--- config.mk ---
export PLATFORM = sky130hd
export DESIGN_NAME = if_id_buffer
export DESIGN_NICKNAME = d
export VERILOG_FILES = /design/src/rtl/if_id_buffer.sv
export SDC_FILE = /design/constraint.sdc
export NUM_CORES = 1
export LEC_CHECK = 0
export ABC_AREA = 1
export BUFFER_PORTS_ARGS = -buffer_cell sky130_fd_sc_hd__buf_2
export CORE_ASPECT_RATIO = 0.75
export CORE_MARGIN = 2
export CORE_UTILIZATION = 37
export CTS_BUF_LIST = sky130_fd_sc_hd__clkbuf_16
export DETAILED_ROUTE_END_ITERATION = 8
export PLACE_DENSITY_LB_ADDON = 0.2
export SYNTH_ARGS = -nofsm -noshare
export SYNTH_HDL_FRONTEND = slang
export SYNTH_SLANG_ARGS = --single-unit
--- constraint.sdc ---
create_clock -name clk -period 3.14 [get_ports clk]
set_clock_uncertainty 0.1 [all_clocks]
set_input_delay 0.942 -clock clk [delete_from_list [all_inputs] [get_ports clk]]
set_output_delay 0.942 -clock clk [all_outputs]
set_load 0.005 [all_outputs]
--- src/rtl/if_id_buffer.sv ---
// IF/ID instruction queue: buffers {instr, PC+2, err}, shows NOP_INSTR to decode when empty, flushable.
// Optional macro IFID_BYPASS_EN adds a zero-latency f_* -> d_* path while the queue is empty.
module if_id_buffer #(
   parameter int          DEPTH     = 2,
   parameter logic [15:0] NOP_INSTR = 16'h0800
) (
   input  logic                     clk,
   input  logic                     rst,
   input  logic                     f_valid,
   input  logic [15:0]              f_instr,
   input  logic [15:0]              f_pc_next,
   input  logic                     f_err,
   output logic                     f_ready,
   input  logic                     flush,
   input  logic                     d_ready,
   output logic                     d_valid,
   output logic [15:0]              d_instr,
   output logic [15:0]              d_pc_next,
   output logic                     d_err,
   output logic [$clog2(DEPTH):0]   count
);
   localparam int PW = $clog2(DEPTH);
   localparam int CW = PW + 1;

   typedef struct packed {
      logic [15:0] instr;
      logic [15:0] pc_next;
      logic        err;
   } entry_t;

   entry_t          mem [DEPTH];
   entry_t          head;
   logic [PW-1:0]   wr_ptr;
   logic [PW-1:0]   rd_ptr;
   logic [CW-1:0]   cnt;
   logic            have;
   logic            bypass;
   logic            enq;
   logic            deq;

   assign have    = (cnt != '0);
   assign f_ready = (cnt < CW'(DEPTH));
   assign count   = cnt;

`ifdef IFID_BYPASS_EN
   assign bypass = !have && f_valid && !flush;
`else
   assign bypass = 1'b0;
`endif

   // A bypassed instruction that decode takes immediately never occupies a slot.
   assign enq = f_valid && f_ready && !flush && !(bypass && d_ready);
   assign deq = have && d_ready && !flush;

   always_comb begin
      head    = '{instr: NOP_INSTR, pc_next: 16'h0000, err: 1'b0};
      d_valid = 1'b0;
      if (have) begin
         head    = mem[rd_ptr];
         d_valid = 1'b1;
      end else if (bypass) begin
         head    = '{instr: f_instr, pc_next: f_pc_next, err: f_err};
         d_valid = 1'b1;
      end
   end

   assign d_instr   = head.instr;
   assign d_pc_next = head.pc_next;
   assign d_err     = head.err;

   always_ff @(posedge clk or negedge rst) begin
      if (!rst) begin
         wr_ptr <= '0;
         rd_ptr <= '0;
         cnt    <= '0;
      end else if (flush) begin
         wr_ptr <= '0;
         rd_ptr <= '0;
         cnt    <= '0;
      end else begin
         if (enq) wr_ptr <= wr_ptr + PW'(1);
         if (deq) rd_ptr <= rd_ptr + PW'(1);
         case ({enq, deq})
            2'b10:   cnt <= cnt + CW'(1);
            2'b01:   cnt <= cnt - CW'(1);
            default: cnt <= cnt;
         endcase
      end
   end

   // Storage is not reset; occupancy alone decides what is visible.
   always_ff @(posedge clk) begin
      if (enq) mem[wr_ptr] <= '{instr: f_instr, pc_next: f_pc_next, err: f_err};
   end

   a_no_overflow:  assert property (@(posedge clk) disable iff (!rst) cnt <= CW'(DEPTH));
   a_no_underflow: assert property (@(posedge clk) disable iff (!rst) !(deq && !enq && cnt == '0));
endmodule

==> reports/qor.txt, run 1 <==
Worst Setup Start Kind: register
Vias/cell: 4.56
I/O pin cnt: 75
ANT nets after route: 0
DR iter-0 viols: 86
Uppermost layer routed: met5
Max-cap violations: 0
Hold-fix buffers, CTS: 0
Largest net degree at the start of global routing: 35
#FFs+latches synth: 70
Mux contribution to synthesized area: 0
FF-to-FF setup slack: 1360 ps
Synth top area share: 0.731
R2R Path End: mem[1][7]
Ys Warns: 0
Fmax: 349 MHz
CP Class: reg -> out
Routed wl met3: 398 um
Fin area: 3520 sq um
CTS root buffer: clkbuf_16
Main combinational cell family by area after synthesis: simple AND/OR/NAND/NOR gates
CTS resizes: 0
Drt drc: 0
Initial antenna violation count: 1
CTS buffer count: 9
Die Width: 103 um
GPL Wtd Cong: 0.786
Ant diodes: 0
Nature of the critical path endpoint: output port
Max IR drop VDD: 0.340 mV
Most frequent cell after synthesis: nand2_1
Routed vias: 1815
Total GRT Usage: 0.155
Clock sink count: 70
Dpl hpwl: 3870 um
Post-synth net total: 251
Buffers on Ports: 74
Post-Route WL: 5910 um
Post-DP Area: 3220 sq um
Hold crit path type: in -> async
Post-synthesis adder-cell area fraction: 0
Count of cell types in the netlist: 18
Dominant synthesized flop cell: edfxtp_1
Met2 routed WL: 2680 um
Overflow after GRT: 0
H-tree depth: 3
First-pass GRT wire length: 9020 um
Power Total: 2910 uW
RSZ-0062 raised after global routing: no
RR Startpoint: count[1]
CTS tree: done
Die Y: 78.1 um
Vias in the first global route: 1759
Clock-pin slew on the worst setup and hold paths: 60 ps
Synth Area in Simple Gates: 0.138
Post-synth EDFFs: 66
Synth Area in Compound Gates: 0.0669
Placeable Area: 6960 sq um
Mean Syn Cell Area: 12.7 sq um
Post-Syn Area: 2710 sq um
Post-synth ARST share: 0.0571
Initial Util: 0.389
Final Max Slew Viols: 0
Max_slew headroom: 0.643
Die footprint: 8030 sq um
Max Root-Sink Buffers: 2
Synth Area in XOR/XNOR: 0
Drt pass-1 iters: 4
Commonest cells post-synth: nand2_1, edfxtp_1, a21oi_1
Reg2reg path depth: 4
Critical Path RT: 2100 ps
Row Count: 26
Critical Path AT: 1820 ps
Largest area contributor in the netlist: edfxtp_1
Share of cells above drive strength 1: 0.353
PwrDens: 826 nW/um^2
Final nets: 333
Crit Path Max Fanout: 18
WL met1: 2780 um
Routed wire length per instance: 14.8 um
Seq/Total Area, Yosys: 0.768
Total setup buffers inserted after CTS: 0
Synth top area cells: edfxtp_1, nand2_1, a21oi_1
Fin crit share: 0.913
Final Setup Violations: 0
Worst hold slack: 328 ps
Area growth syn-to-layout: 29.9%
Setup TNS Final: 0 ps
Clock Latency Late Sink: 320 ps
Final worst path period need: 2870 ps
Slew @ Worst Pin: 533 ps
Final Hold Viols: 0
Outcome: finished, final reports clean
Cells after Synth: 213
Leak pwr: 0.00144 uW
cell type report:
class                      instances  area (sq um)
clock buffer                       9           225
fill                             656          3440
sequential                        70          2080
clock inverter                     7          72.6
inverter                           7          26.3
tap                               98           123
timing repair buffer              81           423
multi-input combinational        126           569
state kept, by name, summed over array words and instances (netlist names):
| name | flops |
|---|---|
| count | 2 |
| rd_ptr | 1 |
| mem | 66 |
| wr_ptr | 1 |
where the power goes:
| part | switching, uW | internal (uW) |
|---|---|---|
| Clock | 371 | 616 |
| Sequential | 39.4 | 1130 |
| Combinational | 471 | 282 |
cells in the final DEF (no fill, tap or decap), types with 4 or more instances in the layout:
| cell type | instances |
|---|---|
| nand2_2 | 4 |
| edfxtp_1 | 66 |
| clkbuf_16 | 9 |
| a21oi_1 | 32 |
| buf_2 | 74 |
| nand2_1 | 72 |
| inv_1 | 5 |
| buf_4 | 7 |
| nand3_1 | 7 |
| dfrtp_1 | 4 |
worst max path at each step:
stage	startpoint	end	slack, ps	cells past startpoint
4_1_cts	rd_ptr	d_pc_next[10]	200	5
2_1_floorplan	flush	mem[0][0]	30	3
5_1_grt	rd_ptr	d_instr[8]	100	5
3_5_place_dp	rd_ptr	d_pc_next[10]	580	5
6_report	rd_ptr	d_pc_next[10]	270	5
3_3_place_gp	rd_ptr	d_pc_next[14]	630	5
routing by layer:
metal	GRT usage	vias to the layer above
li1	-	903
met1	0.206	843
met2	0.234	60
met3	0.0668	7
met4	0.0395	2
met5	0	-
cell families (layout without fill, tap and decap cells):
group / Yosys count / after routing
simple gates: 91 / 91
flops: 70 / 70
compound gates: 35 / 35
buf+inv: 17 / 104
worst max-delay path: stages, from the launching register on:
cell and delay, ps:
dfrtp_1 370, clkinv_1 440, buf_4 390, nand2_1 80, a21oi_1 60, buf_2 150
metrics by stage:
step                      worst slack [ps]  utilization  instances
after global routing                  98.8        0.506        398
after floorplan                       28.0            -        213
after CTS                              204        0.506        398
after detailed placement               582        0.463        382
after global placement                 626        0.463        382
final                                  273        0.506        398
(Power assumes the default switching activity.)
==> run 2, diff against run 1 <==
Settings changed: CORE_ASPECT_RATIO 0.75 to not set.
==> run 2 against run 1 <==
Non-clock buffer count rose by 1. Clock power is 10% lower. Total power down 4.2%. Fmax rose by 6.3%. First-iteration DRC count down 5.8%. Largest power group unchanged.
==> reports/qor.txt, run 2 (same netlist as run 1, synthesis figures left out) <==
Outcome: finished, final reports clean
Die Y: 89.6 um (+15%)
R2R Path End: mem[0][0]
Die Width: 89.6 um (-13%)
Total setup buffers inserted after CTS: 0 (unchanged)
Largest net degree at the start of global routing: 35 (unchanged)
CTS resizes: 0 (unchanged)
WP buf/inv: 3 (unchanged)
Post-route setup slack: 442 ps (+169 ps)
Worst setup endpoint: d_pc_next[7]
Fin crit share: 0.859 (-0.0538)
Critical Path RT: 2100 ps (about the same)
Die footprint: 8030 sq um (about the same)
Fin area: 3500 sq um (-0.60%)
Hold-fix buffers, CTS: 0 (unchanged)
Worst setup path startpoint: rd_ptr
Routed vias: 1835 (+1.1%)
Clock sink count: 70 (unchanged)
Crit path cell chain: clkinv_1, buf_4, nand2_1, a21oi_1, buf_2
H-tree depth: 3 (unchanged)
Vias/cell: 4.59 (+0.60%)
Buffers on Ports: 74 (unchanged)
Reg2reg path depth: 4 (unchanged)
Total GRT Usage: 0.149 (-0.00589)
Routed wire length per instance: 13.6 um (-8.1%)
Nature of the critical path endpoint: output port
Overflow after GRT: 0 (unchanged)
Fin cells: 400 (+0.50%)
Leak pwr: 0.00143 uW (-0.48%)
CP max stage cell: clkinv_1
Final Setup Violations: 0 (unchanged)
Placeable Area: 7180 sq um (+3.1%)
Final Hold Viols: 0 (unchanged)
Share of cells above drive strength 1: 0.355 (+0.00215)
Clock-pin slew on the worst setup and hold paths: 50 ps (about the same)
Final Max Slew Viols: 0 (unchanged)
CP max stage delay: 360 ps (-80 ps)
Placed insts: 384 (+0.52%)
Final worst path period need: 2700 ps (-169 ps)
Setup TNS Final: 0 ps (unchanged)
Crit Path Max Fanout: 14 (-4)
RSZ-0062 raised after global routing: no
PwrDens: 796 nW/um^2 (-3.6%)
Most common cell after layout, fill and taps aside: buf_2
GPL Wtd Cong: 0.766 (-2.5%)
Most Used Layer, Global Route: met2
CTS tree: done
Critical Path AT: 1660 ps (-160 ps)
Max FFs per register: 66 (unchanged)
Clock Latency Late Sink: 320 ps (about the same)
Final nets: 334 (+0.30%)
CTS root buffer: clkbuf_16
DR iter-0 viols: 81 (-5.8%)
Post-DP Area: 3230 sq um (+0.27%)
Worst Setup Start Kind: register
Hold crit path type: in -> async
Fmax: 371 MHz (+6.3%)
FF-to-FF setup slack: 1370 ps (about the same)
Slew @ Worst Pin: 467 ps (-66.1 ps)
CP Class: reg -> out
ANT nets after route: 0 (unchanged)
Post-Route WL: 5460 um (-7.6%)
Commonest non-fill, non-tap cells in the layout: buf_2, nand2_1, edfxtp_1
Biggest register: mem
Post-place setup slack: 716 ps (+134 ps)
Row Count: 31 (+19%)
Initial Util: 0.378 (-0.0116)
Grt met1 use: 0.180 (-0.0269)
Initial antenna violation count: 0 (-1)
Met3 usage: 0.0375 (-0.0293)
Area growth syn-to-layout: 29.1%
Drt pass-1 iters: 4 (unchanged)
Met2 usage: 0.245 (+0.0113)
First-pass GRT wire length: 8530 um (-5.4%)
Max-cap violations: 0 (unchanged)
Ant diodes: 0 (unchanged)
Dpl hpwl: 3590 um (-7.2%)
I/O pin cnt: 75 (unchanged)
Drt drc: 0 (unchanged)
Max IR drop VDD: 0.375 mV (+10%)
CTS buffer count: 9 (unchanged)
Instance count on the critical path: 5 (unchanged)
Max_slew headroom: 0.689 (+0.0462)
Vias in the first global route: 1756 (-0.17%)
RR Startpoint: count[1]
Max Root-Sink Buffers: 2 (unchanged)
Critical path's top delay family: buffers and inverters
==> run 2: cell type report <==
| class | count | area, sq um |
|---|---|---|
| clock buffer | 9 | 225 |
| clock inverter | 7 | 42.5 |
| fill | 663 | 3680 |
| inverter | 7 | 26.3 |
| multi-input combinational | 126 | 569 |
| sequential | 70 | 2080 |
| tap | 99 | 124 |
| timing repair buffer | 82 | 430 |
==> run 2: worst min path at each step <==
stage | cells past startpoint | endpoint | slack [ps] | from
final | 1 | count[1] | 320 | rst
after floorplan | 2 | wr_ptr | 420 | wr_ptr
after CTS | 1 | count[0] | 310 | rst
after global placement | 2 | count[1] | 520 | count[1]
after detailed placement | 2 | count[1] | 540 | count[1]
after global routing | 1 | count[1] | 310 | rst
==> run 2: power by group <==
| part | total, uW | switching (uW) | leakage [uW] | internal (uW) |
|---|---|---|---|---|
| clock network | 887 | 360 | 0.000132 | 527 |
| registers | 1160 | 36.3 | 0.000656 | 1130 |
| logic | 736 | 450 | 0.000646 | 286 |
==> run 2: worst register-to-register path: stages, from the launching register on <==
cell and delay (ps):
dfrtp_1 440, inv_2 140, nand3_1 180, nor2_4 120
buf_4 420
==> run 2: per-layer routing <==
metal | routed length, um | share of wire
met5 | 0 | 0
met4 | 116 | 0.021
met3 | 296 | 0.054
met2 | 2760 | 0.51
met1 | 2280 | 0.42
==> run 2: metrics by stage <==
step | total power, uW | utilization | hold slack (ps)
6_report | 2790 | 0.488 | 316
3_3_place_gp | 1930 | 0.450 | 516
5_1_grt | 2980 | 0.488 | 313
3_5_place_dp | 1940 | 0.450 | 537
4_1_cts | 2840 | 0.488 | 307
2_1_floorplan | 1590 | - | 422
==> run 3, diff against run 2 <==
Settings changed: ABC_CLOCK_PERIOD_IN_PS set to 3300, CORE_UTILIZATION 37 to 42.
Clock period 3.14 ns to 3.3 ns, I/O delays scaled along.
==> run 3 against run 2 <==
Sequential power fell by 4%. Clock power fell by 11%. Global-route usage fell by 0.074 points. Sequential share of layout area rose by 0.89 points. Final cell count fell by 6.5%. Sequential cell count did not move. Die area fell by 11%. Critical path depth fell by 1. Clock-buffer cell count did not move. Critical path type unchanged. Largest cell class unchanged.
==> reports/qor.txt, run 3 (same netlist as run 1, synthesis figures left out) <==
GPL Wtd Cong: 0.712 (-7.2%)
RSZ-0062 raised after global routing: no
Leak pwr: 0.00143 uW (-0.22%)
CP max stage delay: 450 ps (+90 ps)
Drt drc: 0 (unchanged)
Row Count: 29 (-6.5%)
Placeable Area: 6280 sq um (-13%)
Max_slew headroom: 0.589 (-0.100)
Post-DP Area: 3190 sq um (-1.2%)
Biggest register: mem
Buffers on Ports: 74 (unchanged)
Max-cap violations: 0 (unchanged)
Max FFs per register: 66 (unchanged)
H-tree depth: 3 (unchanged)
CTS buffer count: 9 (unchanged)
Final Setup Violations: 0 (unchanged)
Overflow after GRT: 0 (unchanged)
Utilization after layout: 0.549 (+0.0616)
CP max stage cell: dfrtp_1
Vias/cell: 4.79 (+4.4%)
Register Area: 2080 sq um (unchanged)
Clock sink count: 70 (unchanged)
Fin crit share: 0.860
Die footprint: 7110 sq um (-11%)
Final Hold Viols: 0 (unchanged)
Routed vias: 1792 (-2.3%)
Final worst path period need: 2840 ps
Fmax: 352 MHz
PwrDens: 751 nW/um^2 (-5.7%)
Critical Path RT: 2210 ps (+110 ps)
DR iter-0 viols: 79 (-2.5%)
Largest net degree at the start of global routing: 35 (unchanged)
CP Class: reg -> out
Nature of the critical path endpoint: output port
Slew @ Worst Pin: 615 ps (+149 ps)
Max IR drop VDD: 0.394 mV (+5.2%)
Final Max Slew Viols: 0 (unchanged)
Ant diodes: 0 (unchanged)
Die Y: 84.3 um (-5.9%)
Max Root-Sink Buffers: 2 (unchanged)
Initial Util: 0.432 (+0.0541)
Outcome: finished, final reports clean
Most common cell after layout, fill and taps aside: buf_2
Crit Path Max Fanout: 19 (+5)
Die Width: 84.3 um (-5.9%)
Share of cells above drive strength 1: 0.340 (-0.0154)
Multi-input gate area: 569 sq um (unchanged)
Total GRT Usage: 0.148 (-0.000736)
FILL cells: 552 (-17%)
Routed wire length per instance: 13.7 um (+0.62%)
Final nets: 331 (-0.90%)
Worst Setup Start Kind: register
I/O pin cnt: 75 (unchanged)
Critical Path AT: 1750 ps (+90 ps)
ANT nets after route: 0 (unchanged)
Setup TNS Final: 0 ps (unchanged)
Vias in the first global route: 1691 (-3.7%)
Hold crit path type: in -> async
Post-Route WL: 5130 um (-5.9%)
Dpl hpwl: 3270 um (-9.0%)
First-pass GRT wire length: 8070 um (-5.4%)
CTS root buffer: clkbuf_16
Commonest non-fill, non-tap cells in the layout: buf_2, nand2_1, edfxtp_1
Fin area: 3450 sq um (-1.5%)
Drt pass-1 iters: 4 (unchanged)
Area growth syn-to-layout: 27.2%
Clock-pin slew on the worst setup and hold paths: 50 ps (about the same)
Initial antenna violation count: 0 (unchanged)
Clock Latency Late Sink: 310 ps (about the same)
Crit path cell chain: nor2_4, buf_4, a21oi_1, buf_2
Reg2reg path depth: 4 (unchanged)
CTS tree: done
Total setup buffers inserted after CTS: 0 (unchanged)
## run 3: report_power, final
part | switching [uW] | internal [uW] | leakage [uW]
combinational | 430 | 261 | 0.000636
sequential | 39.0 | 1070 | 0.000656
clock | 298 | 488 | 0.000140
total | 767 | 1820 | 0.00143
## run 3: per-stage QoR
stage          worst slack, ps  instances  power [uW]  hold WS, ps
3_5_place_dp               525        359        1830          541
2_1_floorplan              140        213        1510          422
3_3_place_gp               553        359        1820          532
4_1_cts                    182        374        2620          368
6_report                   462        374        2590          376
5_1_grt                    335        374        2740          371
## run 3: worst max-delay path: cells and delay by family (launching register included)
family | cells | cell delay [ps]
and+or+nand+nor | 1 | 430
buffers and inverters | 2 | 470
AOI/OAI and AO/OA | 1 | 90
DFF | 1 | 450
## run 3: area by class of cell
type | instances | share of cell area
Sequential cell | 70 | 0.604
Multi-Input combinational cell | 126 | 0.165
Timing Repair Buffer | 79 | 0.122
Clock buffer | 9 | 0.0653
Tap cell | 77 | 0.0279
Inverter | 7 | 0.00871
Clock inverter | 6 | 0.00726
## run 3: layer usage
layer  GRT usage  vias to the layer above  routed length (um)
met5           0                        -                   0
met4      0.0620                        0                  75
met2       0.229                       60                2450
li1            -                      898                   -
met3      0.0403                        9                 338
met1       0.200                      825                2270
## run 3: final timing paths
| check | from | end | slack (ps) |
|---|---|---|---|
| hold reg to reg | wr_ptr | wr_ptr | 550 |
| max in group asynchronous | rst | wr_ptr | 2600 |
| min in group clk | wr_ptr | wr_ptr | 550 |
| setup reg to reg | count[1] | mem[1][28] | 1490 |
| setup / recovery | count[1] | d_pc_next[14] | 460 |
| hold / removal | rst | count[0] | 380 |
## run 3: repair_timing
| item | CTS | global route |
|---|---|---|
| resized for setup | 0 | 1 |
| hold buffers | 0 | 0 |
| endpoints found under the setup margin | 0 | 2 |
